--- src/rtl/serial_twos_complementer_n.sv ---
`default_nettype none
// ============================================================================
// Module      : serial_twos_complementer_n
// Description : Bit-serial complementer. A WIDTH-bit word is loaded in
//               parallel, then shifted out LSB-first through a carry-flag
//               flip-flop and an XOR selective inverter. The serial result
//               also appears on y and is reassembled into result.
//               A start/busy/done handshake sequences one conversion.
// Ports       : Clock    - rising-edge clock
//               reset_b  - asynchronous active-low reset
//               load     - parallel load strobe (IDLE only)
//               data     - word to complement, sampled on a load edge
//               start    - begin conversion (IDLE only, load has priority)
//               mode     - 0: two's complement, 1: one's complement
//                          (2 bits with SERIAL_COMP_ABS_EN: 00 two's,
//                          01 one's, 10 absolute value, 11 as 00)
//               y        - serial result bit, 0 outside y_valid
//               y_valid  - high on each serial bit cycle (same as busy)
//               busy     - high while shifting
//               done     - one-cycle pulse, result is final
//               result   - reassembled word, held until the next load
//               is_neg   - (SERIAL_COMP_ABS_EN only) sign latched at start
// Options     : `define SERIAL_COMP_ABS_EN adds the absolute-value mode
// Revision    : 1.0 - initial release
// ============================================================================
module serial_twos_complementer_n #(
  parameter int WIDTH = 8,
  parameter int CNT_W = $clog2(WIDTH + 1)
) (
  input  logic             Clock,
  input  logic             reset_b,
  input  logic             load,
  input  logic [WIDTH-1:0] data,
  input  logic             start,
`ifdef SERIAL_COMP_ABS_EN
  input  logic [1:0]       mode,
  output logic             is_neg,
`else
  input  logic             mode,
`endif
  output logic             y,
  output logic             y_valid,
  output logic             busy,
  output logic             done,
  output logic [WIDTH-1:0] result
);

`ifdef SERIAL_COMP_ABS_EN
  localparam int MODE_W = 2;
`else
  localparam int MODE_W = 1;
`endif

  localparam logic [1:0] ST_IDLE  = 2'd0;
  localparam logic [1:0] ST_SHIFT = 2'd1;
  localparam logic [1:0] ST_DONE  = 2'd2;

  localparam logic [CNT_W-1:0] LAST_BIT = CNT_W'(WIDTH - 1);

  logic [1:0]        state_q,  state_d;
  logic [WIDTH-1:0]  sr_q,     sr_d;
  logic              flag_q,   flag_d;
  logic [CNT_W-1:0]  cnt_q,    cnt_d;
  logic [WIDTH-1:0]  result_q, result_d;
  logic [MODE_W-1:0] mode_q,   mode_d;
`ifdef SERIAL_COMP_ABS_EN
  logic              neg_q,    neg_d;
`endif

  logic w_invert;
  logic w_y_bit;

  // Selective inverter control. For two's complement the flag records that a
  // 1 has already passed, so every bit after the first 1 is inverted.
  always_comb begin
`ifdef SERIAL_COMP_ABS_EN
    case (mode_q)
      2'b01:   w_invert = 1'b1;
      2'b10:   w_invert = neg_q & flag_q;  // positive words pass through
      default: w_invert = flag_q;
    endcase
`else
    w_invert = mode_q[0] | flag_q;
`endif
  end

  assign w_y_bit = sr_q[0] ^ w_invert;

  always_comb begin
    state_d  = state_q;
    sr_d     = sr_q;
    flag_d   = flag_q;
    cnt_d    = cnt_q;
    result_d = result_q;
    mode_d   = mode_q;
`ifdef SERIAL_COMP_ABS_EN
    neg_d    = neg_q;
`endif
    case (state_q)
      ST_IDLE: begin
        if (load) begin
          sr_d     = data;
          flag_d   = 1'b0;
          result_d = '0;
        end else if (start) begin
          mode_d  = mode;
          cnt_d   = '0;
          // Re-arm the flag so a start without reload complements the
          // current (already shifted-out, all-zero) sr to 0 rather than
          // inheriting the previous word's carry state.
          flag_d  = 1'b0;
`ifdef SERIAL_COMP_ABS_EN
          neg_d   = sr_q[WIDTH-1];
`endif
          state_d = ST_SHIFT;
        end
      end
      ST_SHIFT: begin
        result_d = {w_y_bit, result_q[WIDTH-1:1]};
        sr_d     = {1'b0, sr_q[WIDTH-1:1]};
        flag_d   = flag_q | sr_q[0];
        cnt_d    = cnt_q + CNT_W'(1);
        if (cnt_q == LAST_BIT) begin
          state_d = ST_DONE;
        end
      end
      ST_DONE: begin
        state_d = ST_IDLE;
      end
      default: begin
        state_d = ST_IDLE;
      end
    endcase
  end

  always_ff @(posedge Clock or negedge reset_b) begin
    if (!reset_b) begin
      state_q  <= ST_IDLE;
      sr_q     <= '0;
      flag_q   <= 1'b0;
      cnt_q    <= '0;
      result_q <= '0;
      mode_q   <= '0;
`ifdef SERIAL_COMP_ABS_EN
      neg_q    <= 1'b0;
`endif
    end else begin
      state_q  <= state_d;
      sr_q     <= sr_d;
      flag_q   <= flag_d;
      cnt_q    <= cnt_d;
      result_q <= result_d;
      mode_q   <= mode_d;
`ifdef SERIAL_COMP_ABS_EN
      neg_q    <= neg_d;
`endif
    end
  end

  assign busy    = (state_q == ST_SHIFT);
  assign y_valid = busy;
  assign done    = (state_q == ST_DONE);
  assign y       = busy & w_y_bit;
  assign result  = result_q;
`ifdef SERIAL_COMP_ABS_EN
  assign is_neg  = neg_q;
`endif

endmodule
`default_nettype wire

--- config.mk ---
export PLATFORM = sky130hd
export DESIGN_NAME = serial_twos_complementer_n
export DESIGN_NICKNAME = d
export VERILOG_FILES = /design/src/rtl/serial_twos_complementer_n.sv
export SDC_FILE = /design/constraint.sdc
export NUM_CORES = 1
export LEC_CHECK = 0
export CAP_MARGIN = 20
export CELL_PAD_IN_SITES_DETAIL_PLACEMENT = 1
export CELL_PAD_IN_SITES_GLOBAL_PLACEMENT = 1
export CORE_UTILIZATION = 35
export CTS_CLUSTER_DIAMETER = 150
export CTS_CLUSTER_SIZE = 24
export DETAILED_ROUTE_END_ITERATION = 6
export PLACE_DENSITY_LB_ADDON = 0.1
export REMOVE_ABC_BUFFERS = 1
export SYNTH_ARGS = -nofsm -noshare
export SYNTH_HDL_FRONTEND = slang
export SYNTH_SLANG_ARGS = --single-unit
export TNS_END_PERCENT = 10
--- constraint.sdc ---
create_clock -name Clock -period 1.36 [get_ports Clock]
set_input_delay 0.408 -clock Clock [delete_from_list [all_inputs] [get_ports Clock]]
set_output_delay 0.408 -clock Clock [all_outputs]
set_load 0.01 [all_outputs]
==> metrics.csv <==
metric,value,unit
status,finished with violations,
violated checks,setup timing,
crit path buf inv count,1,
number of global-route vias before repair,895,
"Hold Vio Cnt, Final",0,
Nets,154,
CTS H-tree lvls,1,
I/O pin total,25,
initial antenna violation count,0,
die footprint,3410,um^2
"non-filler cells, final",183,
CP max-delay cell,dfrtp_1,
Worst Clk Skew,2.81,ps
drt drc,0,
WL met1,1000,um
Filler cells,335,
Final Util,0.521,
worst path cell trace,nor2_2 > xor2_1 > nor2_1 > buf_2,
CP peak stage delay,410,ps
Fin Setup TNS,-732,ps
Final setup violation count,5,
via/cell ratio,4.77,
Final WS setup,-286,ps
"Reg clk slew, reported paths",130,ps
clk buf depth,2,
HPWL after DPL,1620,um
Placed Cells,172,
CP Class,flip-flop to primary output,
worst slew pin tran,247,ps
worst-skew pair later-pin latency,310,ps
Rows,20,
worst min path class,input pin to async pin,
WL final,2320,um
number of max-cap violations,0,
worst path arrival time,1240,ps
most common cell in the netlist,dfrtp_1,
pins over their slew limit,0,
Synth Flop Type,dfrtp_1,
DIE HEIGHT,58.4,um
Mean Syn Cell Area,11.7,um^2
synth cell count leaders,"dfrtp_1, nand2_1, a22o_1, mux2i_1, o21ai_1",
largest delay contributor family on the critical path,flip-flops,
"Seq/Total Area, Yosys",0.540,
router iterations before antenna repair,2,
"Max FO, Critical Path",2,
GRT Util Overall,0.157,
synth warn,0,
fin crit share,1.21,
area grow syn2layout,41.7,%
share of post-route cells with drive strength above 1,0.353,
post-synthesis register bit count,24,
RSZ-0062 raised after global routing,true,
Place WS,-330,ps
Synth area leader,dfrtp_1,
global-route wire length before repair,3970,um
WL per Instance,12.7,um
"FFs w/ async S/R, synth",1.00,
Post-synth EDFFs,0,
crit path time final,1650,ps
DR top layer,met4,
worst reg2reg setup slack,-70,ps
Synth area leaders,"dfrtp_1, mux2i_1, a22o_1",
total core area,3030,um^2
Synth Instances,95,
initial cell density of the core,0.367,
Crit. End Element,primary output,
IO buf count,24,
CTS tree,built,
GPL Wtd Cong,0.707,
Met2 Wirelength,1230,um
Worst setup SP type,flip-flop,
Netlist cell types,29,
Final ANT Viol Nets,0,
Starting DRT DRC Count,17,
Yosys top cell area share,0.540,
Fmax,608,MHz
DR vias,873,
Root Driver,clkbuf_4,
TritonCTS Buffers,3,
leakage power,0.744,nW
grt ovf,0,
Rel. slew slack,0.835,
clk sinks,24,
Antenna diodes,0,
largest net degree at the start of global routing,25,
critical path required time,950,ps
Post-Syn Area,1110,um^2
peak supply drop,0.844,mV
power per cell area,2250,nW/um^2
met3 WL,74,um
width of the die,58.4,um
sequential cells by signal (all words and copies together), names as in the netlist:
name and cells:
cnt_q 4, flag_q 1, mode_q 1, result 8, sr_q 8, state_q 2
worst reg2reg max path: stages (launching register included):
cell	delay (ps)
dfrtp_1	420
buf_6	130
buf_6	120
nor4b_2	300
mux2_1	350
cell families after synthesis:
kind of cell / synth area share
AOI/OAI and AO/OA: 0.171
buffers and inverters: 0.0540
and+or+nand+nor: 0.123
xor gates and xnor gates: 0.00788
muxes: 0.0934
adders and majority gates: 0.0112
DFF: 0.540
layout make-up:
| cell class | count | area (um^2) | share of cell area |
|---|---|---|---|
| inverters | 2 | 10.0 | 0.00635 |
| clock inverters | 1 | 30.0 | 0.0190 |
| multi-input cells | 63 | 462 | 0.293 |
| repair buffers | 46 | 397 | 0.252 |
| clock buffers | 3 | 22.5 | 0.0143 |
| well taps | 44 | 55.1 | 0.0349 |
| flip-flops and latches | 24 | 601 | 0.381 |
layer usage:
layer  global-route usage  vias up
li1                     -      423
met1                0.184      434
met2                0.286       14
met3               0.0198        2
met4               0.0714        0
met5                    0        -
what timing repair did:
| action | in CTS | in global routing |
|---|---|---|
| hold buffers | 0 | 0 |
| buffers inserted | 6 | 2 |
| resized for setup | 50 | 5 |
| pin swaps | 3 | 2 |
| endpoints found under the setup margin | 16 | 27 |
worst paths after layout:
kind	start	to	cells after the start
max	mode_q	y	4
min in group Clock	sr_q[1]	sr_q[1]	2
max in group asynchronous	reset_b	cnt_q[3]	2
min	reset_b	result[1]	2
min reg2reg	sr_q[1]	sr_q[1]	2
max reg2reg	state_q[1]	mode_q	4
power by group:
part           internal, mW  leakage, nW  switching [mW]  total (mW)
combinational          1.02        0.415           0.784        1.81
clock                 0.298       0.0279           0.210       0.508
sequential             1.03        0.301           0.214        1.24
through the flow:
step	cell area (um^2)	hold slack [ps]	power [mW]
after floorplan	1060	112	2.12
after global placement	1490	467	2.92
after detailed placement	1490	475	2.98
after CTS	1580	427	3.56
after global routing	1580	418	3.82
final	1580	425	3.55
cells in the final DEF, fill, tap and decap left out, types with 2 or more instances in the layout:
cell type / instances
buf_4: 17
mux2i_1: 7
buf_2: 7
o21bai_4: 2
nor3_1: 2
clkdlybuf4s50_1: 11
a22o_1: 7
mux2_2: 2
clkbuf_4: 3
dfrtp_1: 24
o21ai_0: 4
buf_6: 5
buf_12: 2
o21ai_1: 7
nand2_1: 12
clkbuf_2: 3
nor2_1: 4
a22o_2: 2
Note: power is estimated with default switching activity, not from simulation.
